## src/rtl/mux2_rr_arbiter_pkg.sv

```systemverilog
// mux_arb_pkg: shared types and constants for the two-source round-robin
// arbiter.
//   arb_state_e      : IDLE, or which source currently owns the channel
//   SRC_A / SRC_B    : source encoding used on sel / out_src
//   DEF_WIDTH        : default beat width
//   DEF_MAX_BURST    : default burst limit
package mux_arb_pkg;

  typedef enum logic [1:0] {
    IDLE  = 2'd0,
    OWN_A = 2'd1,
    OWN_B = 2'd2
  } arb_state_e;

  localparam logic SRC_A         = 1'b0;
  localparam logic SRC_B         = 1'b1;
  localparam int   DEF_WIDTH     = 4;
  localparam int   DEF_MAX_BURST = 4;

endpackage

```

## src/rtl/mux2_rr_arbiter_if.sv

```systemverilog
// mux2_rr_arbiter_if: the two source channels, the mux select and the
// registered output channel.
//   slave  : arbiter side (takes valids/data/out_ready, drives the rest)
//   master : environment side (sources and downstream sink)
interface mux2_rr_arbiter_if #(
  parameter int WIDTH = 4
);
  logic             a_valid;
  logic [WIDTH-1:0] a_data;
  logic             a_ready;
  logic             b_valid;
  logic [WIDTH-1:0] b_data;
  logic             b_ready;
  logic             sel;
  logic             out_valid;
  logic [WIDTH-1:0] out_data;
  logic             out_src;
  logic             out_ready;

  modport slave (
    input  a_valid, a_data, b_valid, b_data, out_ready,
    output a_ready, b_ready, sel, out_valid, out_data, out_src
  );

  modport master (
    output a_valid, a_data, b_valid, b_data, out_ready,
    input  a_ready, b_ready, sel, out_valid, out_data, out_src
  );
endinterface

```

## src/rtl/mux2_rr_arbiter_mux2_w.sv

```systemverilog
// mux2_w: WIDTH-bit 2:1 combinational mux.
//   sel : 0 selects a, 1 selects b
//   a,b : data inputs
//   y   : selected data
module mux2_w #(
  parameter int WIDTH = 4
) (
  input  logic             sel,
  input  logic [WIDTH-1:0] a,
  input  logic [WIDTH-1:0] b,
  output logic [WIDTH-1:0] y
);
  assign y = sel ? b : a;
endmodule

```

## src/rtl/mux2_rr_arbiter.sv

```systemverilog
// mux2_rr_arbiter: registered round-robin arbiter sharing one output channel
// between sources A and B, with a burst limit per owner.
//   clk, rst_n : clock, asynchronous active-low reset
//   bus        : slave side of mux2_rr_arbiter_if (a_*/b_* sources, sel,
//                out_* registered output channel)
module mux2_rr_arbiter
  import mux_arb_pkg::*;
#(
  parameter int WIDTH     = DEF_WIDTH,
  parameter int MAX_BURST = DEF_MAX_BURST
) (
  input  logic             clk,
  input  logic             rst_n,
  mux2_rr_arbiter_if.slave bus
);
  localparam int             CW   = $clog2(MAX_BURST + 1);
  localparam logic [CW-1:0]  MAXC = CW'(MAX_BURST);

  arb_state_e       state_q, state_d;
  logic [CW-1:0]    cnt_q, cnt_d;
  logic             last_q, last_d;
  logic             sel_q;
  logic             ov_q;
  logic [WIDTH-1:0] od_q;
  logic             os_q;

  logic             can_accept, gnt_vld, gnt, same;
  logic [WIDTH-1:0] mux_y;

  assign can_accept = !ov_q | bus.out_ready;

  // Grant: IDLE uses last_owner to break ties; an owner keeps the channel
  // until it runs dry or hits MAX_BURST while the other side waits.
  always_comb begin
    gnt_vld = 1'b0;
    gnt     = SRC_A;
    unique case (state_q)
      IDLE: begin
        if (bus.a_valid && bus.b_valid) begin gnt_vld = 1'b1; gnt = !last_q; end
        else if (bus.a_valid)           begin gnt_vld = 1'b1; gnt = SRC_A;  end
        else if (bus.b_valid)           begin gnt_vld = 1'b1; gnt = SRC_B;  end
      end
      OWN_A: begin
        if (bus.b_valid && (!bus.a_valid || cnt_q >= MAXC)) begin gnt_vld = 1'b1; gnt = SRC_B; end
        else if (bus.a_valid)                               begin gnt_vld = 1'b1; gnt = SRC_A; end
      end
      OWN_B: begin
        if (bus.a_valid && (!bus.b_valid || cnt_q >= MAXC)) begin gnt_vld = 1'b1; gnt = SRC_A; end
        else if (bus.b_valid)                               begin gnt_vld = 1'b1; gnt = SRC_B; end
      end
      default: ;
    endcase
  end

  // Outputs are gated by rst_n so they read as reset values while reset is
  // held, not only after the next edge.
  assign bus.a_ready   = rst_n & can_accept & gnt_vld & (gnt == SRC_A);
  assign bus.b_ready   = rst_n & can_accept & gnt_vld & (gnt == SRC_B);
  assign bus.sel       = rst_n & (gnt_vld ? gnt : sel_q);
  assign bus.out_valid = ov_q;
  assign bus.out_data  = od_q;
  assign bus.out_src   = os_q;

  mux2_w #(.WIDTH(WIDTH)) u_mux (
    .sel (gnt),
    .a   (bus.a_data),
    .b   (bus.b_data),
    .y   (mux_y)
  );

  always_comb begin
    state_d = state_q;
    cnt_d   = cnt_q;
    last_d  = last_q;
    same    = ((state_q == OWN_A) && (gnt == SRC_A)) ||
              ((state_q == OWN_B) && (gnt == SRC_B));
    if (can_accept) begin
      if (gnt_vld) begin
        state_d = (gnt == SRC_B) ? OWN_B : OWN_A;
        last_d  = gnt;
        if (!same)              cnt_d = CW'(1);
        else if (cnt_q >= MAXC) cnt_d = MAXC;
        else                    cnt_d = cnt_q + CW'(1);
      end else begin
        // No grant with room to accept means both sources are idle.
        state_d = IDLE;
        cnt_d   = '0;
      end
    end
  end

  always_ff @(posedge clk or negedge rst_n) begin
    if (!rst_n) begin
      state_q <= IDLE;
      cnt_q   <= '0;
      last_q  <= SRC_B;
    end else begin
      state_q <= state_d;
      cnt_q   <= cnt_d;
      last_q  <= last_d;
    end
  end

  always_ff @(posedge clk or negedge rst_n) begin
    if (!rst_n) begin
      ov_q  <= 1'b0;
      od_q  <= '0;
      os_q  <= SRC_A;
      sel_q <= 1'b0;
    end else begin
      if (gnt_vld) sel_q <= gnt;
      if (can_accept) begin
        ov_q <= gnt_vld;
        if (gnt_vld) begin
          od_q <= mux_y;
          os_q <= gnt;
        end
      end
    end
  end

endmodule

```

## src/flat_wrapper.sv

```systemverilog
// flat-port wrapper written by rule: the top's interface ports become plain ports
module mux2_rr_arbiter_flat import mux_arb_pkg::*;
#(
  parameter int WIDTH     = DEF_WIDTH,
  parameter int MAX_BURST = DEF_MAX_BURST
)
  (clk, rst_n, bus_a_valid, bus_a_data, bus_b_valid, bus_b_data, bus_out_ready, bus_a_ready, bus_b_ready, bus_sel, bus_out_valid, bus_out_data, bus_out_src);
  mux2_rr_arbiter_if #(.WIDTH(WIDTH)) bus_i ();
  input  logic clk;
  input  logic rst_n;
  input wire logic [$bits(bus_i.a_valid)-1:0] bus_a_valid;
  input wire logic [$bits(bus_i.a_data)-1:0] bus_a_data;
  input wire logic [$bits(bus_i.b_valid)-1:0] bus_b_valid;
  input wire logic [$bits(bus_i.b_data)-1:0] bus_b_data;
  input wire logic [$bits(bus_i.out_ready)-1:0] bus_out_ready;
  output wire logic [$bits(bus_i.a_ready)-1:0] bus_a_ready;
  output wire logic [$bits(bus_i.b_ready)-1:0] bus_b_ready;
  output wire logic [$bits(bus_i.sel)-1:0] bus_sel;
  output wire logic [$bits(bus_i.out_valid)-1:0] bus_out_valid;
  output wire logic [$bits(bus_i.out_data)-1:0] bus_out_data;
  output wire logic [$bits(bus_i.out_src)-1:0] bus_out_src;
  assign bus_i.a_valid = bus_a_valid;
  assign bus_i.a_data = bus_a_data;
  assign bus_i.b_valid = bus_b_valid;
  assign bus_i.b_data = bus_b_data;
  assign bus_i.out_ready = bus_out_ready;
  assign bus_a_ready = bus_i.a_ready;
  assign bus_b_ready = bus_i.b_ready;
  assign bus_sel = bus_i.sel;
  assign bus_out_valid = bus_i.out_valid;
  assign bus_out_data = bus_i.out_data;
  assign bus_out_src = bus_i.out_src;
  mux2_rr_arbiter #(.WIDTH(WIDTH), .MAX_BURST(MAX_BURST)) u_core (.clk(clk), .rst_n(rst_n), .bus(bus_i));
endmodule
```

## config.mk

```make
export PLATFORM = sky130hd
export DESIGN_NAME = mux2_rr_arbiter_flat
export DESIGN_NICKNAME = d
export VERILOG_FILES = /design/src/rtl/mux2_rr_arbiter_pkg.sv /design/src/rtl/mux2_rr_arbiter_if.sv /design/src/rtl/mux2_rr_arbiter_mux2_w.sv /design/src/rtl/mux2_rr_arbiter.sv /design/src/flat_wrapper.sv
export SDC_FILE = /design/constraint.sdc
export NUM_CORES = 1
export LEC_CHECK = 0
export CORE_AREA = 2 2 43 45
export DETAILED_ROUTE_END_ITERATION = 7
export DIE_AREA = 0 0 45 47
export PLACE_DENSITY = 0.87
export SLEW_MARGIN = 0
export SYNTH_ARGS = -nofsm -noshare
export SYNTH_HDL_FRONTEND = slang
export SYNTH_HIERARCHICAL = 1
export SYNTH_SLANG_ARGS = --single-unit
```

## constraint.sdc

```tcl
create_clock -name clk -period 4.39 [get_ports clk]
set_clock_uncertainty 0.15 [all_clocks]
set_input_delay 0.878 -clock clk [delete_from_list [all_inputs] [get_ports clk]]
set_output_delay 0.878 -clock clk [all_outputs]
set_load 0.005 [all_outputs]
```

# == Word-level counts from Yosys, hierarchy flattened ==
# Cells that the tools add are included.
# word_totals
mem_count,0
latch_bits,0
romBits,0
ramBits,0
elab_cells,51
reg_bits,13
# op_classes
magnitude_cmp,1
reduce_logical,14
n_mux,19
shifts,0
bitwise,7
add_sub_neg,1
n_eq_ne,2
mul,0
n_div,0
# op_table
operator,count
$mux W1,11
$mux W3,3
$pmux W1 S3,2
$and A1 B1 Y1,5
$logic_and A1 B1 Y1,5
$logic_not A1 Y1,4
$mux W2,2
$mux W4,1
$add A3 B1 Y3 const B,1
$ge A3 B3 Y1 const B,1
$logic_or A1 B1 Y1,3
$eq A2 B1 Y1 const B,1
$eq A2 B2 Y1 const B,1
$logic_not A2 Y1,1
$reduce_and A2 Y1,1
$not A1 Y1,1
$or A1 B1 Y1,1

# == Depth between registers and ports, before layout ==
# Gate-level depths: netlist of run 1.
# depth
depth_word,10
mapped_depth,7
depth_no_buf,6

# == Hierarchy ==
# The synthesis of run 1 kept the hierarchy.
# modules_own_cells
mod,seq_area_each_um2,n_inst,area_each_um2,cells_per_inst
mux2_rr_arbiter,326.6,1,728.2,71
mux2_w,0.0,1,45.0,4

# == Worst setup path after synthesis of run 1 ==
# Ideal clock, no wire load.
# synth_timing
kind,input to output
startpoint,input bus_out_ready
endpoint,output bus_a_ready
path_slack_ps,1903
arrival_time_ps,1459
stages,5
n_path_buf,1
cell_sequence,nand2b_1 and2_1 buf_6 nand2_1 nor2b_1
# synth_between
elab_chain_cells,4
# synth_rtl
element,line,source
start: declaration,flat_wrapper.sv:15,input wire logic [$bits(bus_i.out_ready)-1:0] bus_out_ready;
$or A1 B1 Y1,mux2_rr_arbiter.sv:30,assign can_accept = !ov_q | bus.out_ready;
$and A1 B1 Y1 (3 in series),mux2_rr_arbiter.sv:57,assign bus.a_ready = rst_n & can_accept & gnt_vld & (gnt == SRC_A);
end: declaration,flat_wrapper.sv:16,output wire logic [$bits(bus_i.a_ready)-1:0] bus_a_ready;
# Every way passes these cells.

# == Worst setup path in the final report of run 1 ==
# layout_timing
startpoint,input bus_b_valid
endpoint,output bus_a_ready
# layout_between
elab_chain_cells,7
elab_cells_between_ends,19
cone_classes,mux: 11; bitwise: 3; reduce/logical: 5
# layout_rtl
element,line,source
start: declaration,flat_wrapper.sv:13,input wire logic [$bits(bus_i.b_valid)-1:0] bus_b_valid;
$logic_not A1 Y1,mux2_rr_arbiter.sv:48,if (bus.a_valid && (!bus.b_valid || cnt_q >= MAXC)) begin gnt_vld = 1'b1; gnt = SRC_A; end
$logic_or A1 B1 Y1,mux2_rr_arbiter.sv:48,
$logic_and A1 B1 Y1,mux2_rr_arbiter.sv:48,
$mux W1,mux2_rr_arbiter.sv:48,
$pmux W1 S3,mux2_rr_arbiter.sv:37,unique case (state_q)
$and A1 B1 Y1 or $not A1 Y1 (tied branches),mux2_rr_arbiter.sv:57,
$and A1 B1 Y1 (*),mux2_rr_arbiter.sv:57,
# Every way passes the cells marked *; elsewhere a longest branch is shown, timed or not.

==> implementation parameters, run 1 <==
Parameter                              Value

Timing
  Sum Neg Setup Slack    0 ns
  RSZ-0062 raised after global routing    no
  Share of the cycle needed by the critical path after routing    0.844
  Final count of pins violating max slew    0
  Count of final setup violators    0
  PnR worst setup slack    0.684 ns
  Worst-Margin Slew    0.589 ns
  Minimum clock period after layout    3.71 ns
  Max Freq    270 MHz
  Worst max-slew margin expressed relative to the limit    0.606
  Final-report hold violation count    0

Floorplanning
  Starting density of the core    0.468
  Horizontal extent of the die    45 µm
  Die Footprint    about 2100 µm²
  # IOs    22
  Rows    15
  Core area    1650 µm²
  Height of the die    47 µm

Route
  Count of unresolved DRC violations after routing    0
  Routed len/inst    12.9 µm
  Routed via count    630
  Average via count per standard cell    about 5.5
  Detail Route met2 WL    698 µm
  First-pass DRT Iterations    4
  Starting DRC count in detailed routing    5
  Routed wire length    1.49 mm
  Met1 WL    about 700 µm
  Top Layer Used    met4
  Number of routed nets with antenna violations    0
  Detailed-routed wire length on met3    57 µm

Layout
  Final net count    114
  Register Area    327 µm²
  Combined area of the multi-input logic cells    between 300 and 400 µm²
  Diode count    0
  Post-route standard cell area excluding fillers    1010 µm²
  Fillers    145
  Filler-free cell count of the finished design    115
  Area Growth Syn to Fin    30.9%
  Fraction of final layout cells sized beyond drive strength 1    0.184

Global routing
  Vias in the first global route    664
  Maximum number of pins on one net before global-route repair    12
  Residual overflow from global routing    0
  Antenna violations before repair    0
  Global-route wire length before repair    2.81 mm
  All-layer global routing usage    0.193

Synth
  Number of warnings printed during yosys synthesis    6
  Sequential cell area fraction in the yosys report    0.422
  Cell type contributing the most total cell area after synthesis    sky130_fd_sc_hd__dfrtp_1
  Post-Synthesis Net Count    90
  Count of cell types in the netlist    30
  Synth Register Bits    13
  Post-synthesis instance total    between 70 and 80
  Area share of the largest cell type after synthesis    0.388
  Syn avg cell area    10.3 µm²
  Cell types with the largest area share after synthesis    sky130_fd_sc_hd__dfrtp_1, sky130_fd_sc_hd__mux2_4, sky130_fd_sc_hd__mux2_2, sky130_fd_sc_hd__nand2_1, sky130_fd_sc_hd__nor2b_1
  Post-Synthesis Cell Area    between 700 and 800 µm²

Setup path
  Logic depth of the worst register-to-register path    6
  Slowest stage delay, CP    0.63 ns
  Cell type with the highest occurrence count on the critical path    sky130_fd_sc_hd__clkdlybuf4s50_1
  Cell Chain, Critical Path    clkdlybuf4s50_1 > a2bb2oi_2 > and2_1 > buf_4 > nand2_1 > nor2b_1 > clkdlybuf4s50_1
  Setup Crit Path Kind    in -> out
  Launch point of the worst path    bus_b_valid
  Worst Path Arrival    between 2 and 3 ns
  Endpoint of the most critical setup path    bus_a_ready
  Setup slack, reg-to-reg    2.28 ns
  Slowest cell on the critical path    sky130_fd_sc_hd__clkdlybuf4s50_1
  Worst endpoint required time    3.36 ns
  Largest driver fanout on the critical path    8
  Worst flop-to-flop path endpoint    u_core/bus.out_data[3]$_DFFE_PN0P_
  Critical register-to-register path startpoint    u_core/last_q$_DFFE_PN1P_
  CP Capture Type    output pin
  Critical Path Source Type    input port

Placed design
  Number of placed instances with taps included    111
  DP Worst Slack    0.698 ns
  Port Buf Inserts    21
  Weighted congestion reported at the end of routability-driven placement    0.809
  DP HPWL    around 1.1 mm
  Dpl cell area    986 µm²

CTS
  Clock latency reported for the late side of the worst-skew pair    ~0.27 ns
  Master cell of the clock root buffer    sky130_fd_sc_hd__clkbuf_4
  CTS tree    built
  CTS Sinks    13
  Number of levels the H-tree was split into    1
  Buffers from clock root to sink, at most    2
  Clock-pin slew of the registers on the worst-case setup and hold paths    0.07 ns
  Buffers inserted by post-CTS timing repair    0
  CTS Buf Count    3
  CTS resizes    0
  Number of hold buffers added after cts    0

Outcome
  Result of the run    completed

Power
  Sw Ratio    0.313
  Sw Pwr    approximately 130 µW
  Peak supply drop    0.229 mV
  Clock share of power    0.169
  Static Leakage    0.445 nW
  PwrDens    between 400 and 500 nW/µm²
  Portion of total power attributed to combinational logic    0.393
  Relative contribution of sequential cells to total power    0.439
  Total internal power    roughly 290 µW

Run
  Number of max-cap violations    0

Min path
  Worst min-delay path class    reg -> reg
==> power groups by stage <==
stage	clock, mW	combinational, mW	sequential, mW
6_report	0.0725	0.169	0.188
5_1_grt	0.0808	0.186	0.195
4_1_cts	0.0758	0.170	0.188
3_5_place_dp	0	0.169	0.189
3_3_place_gp	0	0.165	0.188
2_1_floorplan	0	0.116	0.177
==> kinds of logic (layout without fill, tap and decap cells) <==
kind of cell | Yosys count | count (layout) | share of synthesized area
buffers and inverters | 10 | 33 | 0.0728
flip-flops | 13 | 13 | 0.422
multiplexers | 8 | 8 | 0.136
AND/OR/NAND/NOR | 23 | 23 | 0.154
adder cells (fa/ha/maj) | 2 | 2 | 0.0324
AO/OA/AOI/OAI | 19 | 19 | 0.183
==> worst min-delay path by stage <==
stage                              start                   endpoint  depth (start not counted)
2_1_floorplan     u_core/sel_q$_DFF_PN0_     u_core/sel_q$_DFF_PN0_                          2
3_3_place_gp   u_core/last_q$_DFFE_PN1P_  u_core/last_q$_DFFE_PN1P_                          2
3_5_place_dp      u_core/sel_q$_DFF_PN0_     u_core/sel_q$_DFF_PN0_                          2
4_1_cts           u_core/sel_q$_DFF_PN0_     u_core/sel_q$_DFF_PN0_                          2
5_1_grt           u_core/sel_q$_DFF_PN0_     u_core/sel_q$_DFF_PN0_                          2
6_report          u_core/sel_q$_DFF_PN0_     u_core/sel_q$_DFF_PN0_                          2
==> layer usage <==
layer,global-route usage,up-vias
met5,0,-
met4,0.159,0
met3,0.0346,4
met1,0.238,302
met2,0.297,17
li1,-,307
==> cell type report <==
type,instances,share of cell area
multi-input combinational,52,0.386
clock buffer,4,0.0260
tap,17,0.0210
sequential,13,0.323
inverter,6,0.0222
timing repair buffer,23,0.222
==> flip-flops by register name, indices dropped and copies added, names as in the netlist <==
signal and count:
u_core/bus.out_data 4, u_core/cnt_q 3, u_core/state_q 2, u_core/bus.out_src 1
u_core/bus.out_valid 1, u_core/last_q 1, u_core/sel_q 1
==> stage by stage <==
stage | hold WS [ns] | utilization | total power [mW]
after global placement | 0.304 | 0.597 | 0.353
final | 0.331 | 0.613 | 0.429
after floorplan | 0.291 | - | 0.293
after CTS | 0.340 | 0.613 | 0.434
after detailed placement | 0.322 | 0.597 | 0.359
after global routing | 0.370 | 0.613 | 0.462
==> synthesized netlist by cell type <==
master and number:
sky130_fd_sc_hd__a211oi_1 1, sky130_fd_sc_hd__a21boi_1 1, sky130_fd_sc_hd__a21o_1 3, sky130_fd_sc_hd__a21oi_1 3, sky130_fd_sc_hd__a22oi_1 1, sky130_fd_sc_hd__a2bb2oi_2 1, sky130_fd_sc_hd__a41oi_1 1, sky130_fd_sc_hd__and2_1 1
sky130_fd_sc_hd__buf_4 1, sky130_fd_sc_hd__buf_6 2, sky130_fd_sc_hd__clkbuf_1 1, sky130_fd_sc_hd__dfrtp_1 12, sky130_fd_sc_hd__dfstp_2 1, sky130_fd_sc_hd__ha_1 2, sky130_fd_sc_hd__inv_1 6, sky130_fd_sc_hd__mux2_2 4
sky130_fd_sc_hd__mux2_4 4, sky130_fd_sc_hd__nand2_1 9, sky130_fd_sc_hd__nand2b_1 2, sky130_fd_sc_hd__nand3_1 1, sky130_fd_sc_hd__nand3b_1 1, sky130_fd_sc_hd__nand4b_1 1, sky130_fd_sc_hd__nor2_1 2, sky130_fd_sc_hd__nor2b_1 5
sky130_fd_sc_hd__o21ai_0 3, sky130_fd_sc_hd__o21ai_1 1, sky130_fd_sc_hd__o21ai_2 1, sky130_fd_sc_hd__o22ai_1 2, sky130_fd_sc_hd__o32ai_2 1, sky130_fd_sc_hd__or2_2 1
==> cell usage in the layout, fill, tap and decap left out <==
master                            count
sky130_fd_sc_hd__a211oi_1             1
sky130_fd_sc_hd__a21boi_1             1
sky130_fd_sc_hd__a21o_1               3
sky130_fd_sc_hd__a21oi_1              3
sky130_fd_sc_hd__a22oi_1              1
sky130_fd_sc_hd__a2bb2oi_2            1
sky130_fd_sc_hd__a41oi_1              1
sky130_fd_sc_hd__and2_1               1
sky130_fd_sc_hd__buf_4                2
sky130_fd_sc_hd__clkbuf_1             1
sky130_fd_sc_hd__clkbuf_4             3
sky130_fd_sc_hd__clkdlybuf4s50_1     21
sky130_fd_sc_hd__dfrtp_1             12
sky130_fd_sc_hd__dfstp_2              1
sky130_fd_sc_hd__ha_1                 2
sky130_fd_sc_hd__inv_1                6
sky130_fd_sc_hd__mux2_2               4
sky130_fd_sc_hd__mux2_4               4
sky130_fd_sc_hd__nand2_1              9
sky130_fd_sc_hd__nand2b_1             2
sky130_fd_sc_hd__nand3_1              1
sky130_fd_sc_hd__nand3b_1             1
sky130_fd_sc_hd__nand4b_1             1
sky130_fd_sc_hd__nor2_1               2
sky130_fd_sc_hd__nor2b_1              5
sky130_fd_sc_hd__o21ai_0              3
sky130_fd_sc_hd__o21ai_1              1
sky130_fd_sc_hd__o21ai_2              1
sky130_fd_sc_hd__o22ai_1              2
sky130_fd_sc_hd__o32ai_2              1
sky130_fd_sc_hd__or2_2                1
==> worst max-delay path, delay by kind of cell <==
family / cells / cell delay, ns
buffers and inverters: 3 / 1.30
AOI/OAI and AO/OA: 1 / 0.18
and+or+nand+nor: 3 / 0.33
(Power assumes the default switching activity.)
==> inputs of run 2 (changes only) <==
--- a/config.mk
+++ b/config.mk
@@ -5,10 +5,10 @@
 export SDC_FILE = /design/constraint.sdc
 export NUM_CORES = 1
 export LEC_CHECK = 0
-export CORE_AREA = 2 2 43 45
+export CORE_AREA = 2 2 52 44
 export DETAILED_ROUTE_END_ITERATION = 7
-export DIE_AREA = 0 0 45 47
-export PLACE_DENSITY = 0.87
+export DIE_AREA = 0 0 54 46
+export PLACE_DENSITY = 0.79
 export SLEW_MARGIN = 0
 export SYNTH_ARGS = -nofsm -noshare
 export SYNTH_HDL_FRONTEND = slang
==> constraint.sdc (replaced) <==
create_clock -name clk -period 3.35 [get_ports clk]
set_clock_uncertainty 0.15 [all_clocks]
set_input_delay 0.67 -clock clk [delete_from_list [all_inputs] [get_ports clk]]
set_output_delay 0.67 -clock clk [all_outputs]
set_load 0.005 [all_outputs]
==> run 2 against run 1 <==
Against the previous run:
- non-clock buffer count increased by 2
- critical endpoint unchanged
- sequential share of layout area decreased by 0.78 points
- combinational power increased by 34%
- clock power increased by 33%
- sequential cell count unchanged
- worst hold slack got worse by 0.0028 ns
- largest cell class unchanged
- cell area increased by 2.5%
==> implementation parameters, run 2 (synthesis results as in run 1) <==
Parameter                              Value

Outcome
  Result of the run    completed

Global routing
  Residual overflow from global routing    0 (unchanged)
  Maximum number of pins on one net before global-route repair    11 (-1)
  All-layer global routing usage    0.155 (-0.0385)
  Global-route wire length before repair    2.66 mm (-5.2%)
  Vias in the first global route    584 (-12%)
  Antenna violations before repair    0 (unchanged)

CTS
  Buffers from clock root to sink, at most    2 (unchanged)
  CTS Sinks    13 (unchanged)
  Clock-pin slew of the registers on the worst-case setup and hold paths    0.08 ns (about the same)
  Number of hold buffers added after cts    0 (unchanged)
  Master cell of the clock root buffer    sky130_fd_sc_hd__clkbuf_4
  CTS tree    built
  Clock latency reported for the late side of the worst-skew pair    0.27 ns (about the same)
  Buffers inserted by post-CTS timing repair    0 (unchanged)
  CTS resizes    0 (unchanged)
  Number of levels the H-tree was split into    1 (unchanged)
  CTS Buf Count    3 (unchanged)

Min path
  Launch point of the worst hold path    u_core/last_q$_DFFE_PN1P_
  End point of the most critical hold path    u_core/last_q$_DFFE_PN1P_
  Hold-critical path depth    2 (unchanged)
  Worst min-delay path class    reg -> reg

Timing
  Final-report hold violation count    0 (unchanged)
  Count of final setup violators    0 (unchanged)
  Sum Neg Setup Slack    0 ns (unchanged)
  Share of the cycle needed by the critical path after routing    0.925
  Min Hold Slack    0.328 ns (-0.00282 ns)
  Max Freq    323 MHz
  RSZ-0062 raised after global routing    no
  Worst max-slew margin expressed relative to the limit    0.596 (-0.0105)
  Worst-Margin Slew    0.605 ns (+0.0158 ns)
  Final count of pins violating max slew    0 (unchanged)
  Minimum clock period after layout    3.10 ns

Setup path
  Setup Crit Path Kind    in -> out
  Worst endpoint required time    2.53 ns (-0.83 ns)
  Critical register-to-register path startpoint    u_core/state_q[1]$_DFFE_PN0N_
  Setup slack, reg-to-reg    1.17 ns (-1.11 ns)
  Worst flop-to-flop path endpoint    u_core/bus.out_data[0]$_DFFE_PN0P_
  Logic depth of the worst register-to-register path    7 (+1)
  Critical Path Source Type    input port
  Worst Path Arrival    2.28 ns (-0.40 ns)
  Largest driver fanout on the critical path    7 (-1)
  CP Capture Type    output pin

Floorplanning
  Rows    15 (unchanged)
  Horizontal extent of the die    54 µm (+20%)
  Die Footprint    2480 µm² (+17%)
  Starting density of the core    0.381 (-0.0867)
  Core area    2030 µm² (+23%)
  Height of the die    46 µm (-2.1%)
  # IOs    22 (unchanged)

Route
  Routed via count    616 (-2.2%)
  First-pass DRT Iterations    4 (unchanged)
  Routed wire length    1.59 mm (+6.8%)
  Number of routed nets with antenna violations    0 (unchanged)
  Routed len/inst    12.7 µm (-1.8%)
  Count of unresolved DRC violations after routing    0 (unchanged)
  Starting DRC count in detailed routing    15 (+10)
  Average via count per standard cell    4.93 (-10%)

Run
  Number of max-cap violations    0 (unchanged)

Layout
  Final net count    116 (+1.8%)
  Fraction of final layout cells sized beyond drive strength 1    0.200 (+0.0163)
  Max reg flops    4 (unchanged)
  Diode count    0 (unchanged)
  Commonest cells after routing, fill and taps aside    sky130_fd_sc_hd__clkdlybuf4s50_1, sky130_fd_sc_hd__dfrtp_1, sky130_fd_sc_hd__nand2_1, sky130_fd_sc_hd__inv_1, sky130_fd_sc_hd__nor2b_1
  Register Area    327 µm² (unchanged)
  Combined area of the multi-input logic cells    390 µm² (unchanged)
  Fillers    200 (+38%)
  Area Growth Syn to Fin    34.1%
  Most frequent standard cell in the layout excluding fill and tap cells    sky130_fd_sc_hd__clkdlybuf4s50_1

Placed design
  DP HPWL    1.19 mm (+7.3%)
  Weighted congestion reported at the end of routability-driven placement    0.789 (-2.5%)
  Port Buf Inserts    21 (unchanged)

Power
  Static Leakage    0.455 nW (+2.1%)
  Peak supply drop    0.358 mV (+57%)
  PwrDens    548 nW/µm² (+29%)
-- run 2: power breakdown --
| group | total, mW | internal, mW | leakage [nW] | switching, mW |
|---|---|---|---|---|
| logic | 0.227 | 0.140 | 0.285 | 0.0871 |
| clock network | 0.0967 | 0.0461 | 0.0150 | 0.0506 |
| registers | 0.245 | 0.203 | 0.155 | 0.0415 |
| total | 0.569 | 0.390 | 0.455 | 0.179 |
-- run 2: worst max-delay path: stages --
cell and delay, ns:
sky130_fd_sc_hd__clkdlybuf4s50_1 0.60, sky130_fd_sc_hd__a2bb2oi_2 0.16, sky130_fd_sc_hd__and2_1 0.16, sky130_fd_sc_hd__nand2_1 0.07
sky130_fd_sc_hd__nor2b_1 0.12, sky130_fd_sc_hd__clkdlybuf4s50_1 0.50
-- run 2: cell type report --
class	count	area share
Sequential cell	13	0.315
Inverter	6	0.0217
Timing Repair Buffer	25	0.232
Multi-Input combinational cell	52	0.376
Clock buffer	4	0.0253
Tap cell	25	0.0302
-- run 2: metrics by stage --
stage / area [µm²] / total power [mW] / util / setup WS, ns / std cells
2_1_floorplan: 773 / 0.384 / - / 1.28 / 75
3_3_place_gp: 1010 / 0.468 / 0.499 / 0.276 / 121
3_5_place_dp: 1010 / 0.476 / 0.499 / 0.257 / 121
4_1_cts: 1040 / 0.579 / 0.512 / 0.253 / 125
5_1_grt: 1040 / 0.622 / 0.512 / 0.136 / 125
6_report: 1040 / 0.569 / 0.512 / 0.251 / 125
-- run 2: worst max path at each step --
stage / from / to / cells past startpoint / slack, ns
after CTS: bus_a_valid / bus_a_ready / 6 / 0.25
after global placement: bus_a_valid / bus_a_ready / 6 / 0.28
after floorplan: bus_out_ready / bus_a_ready / 5 / 1.28
final: bus_a_valid / bus_a_ready / 6 / 0.25
after detailed placement: bus_a_valid / bus_a_ready / 6 / 0.26
after global routing: bus_a_valid / bus_b_ready / 6 / 0.14
-- run 2: routing by layer --
layer  share of wire  track usage  vias to the layer above
li1                -            -                      311
met1            0.48        0.199                      287
met2            0.46        0.239                       18
met3           0.060       0.0625                        0
met4               0       0.0450                        0
met5               0            0                        -
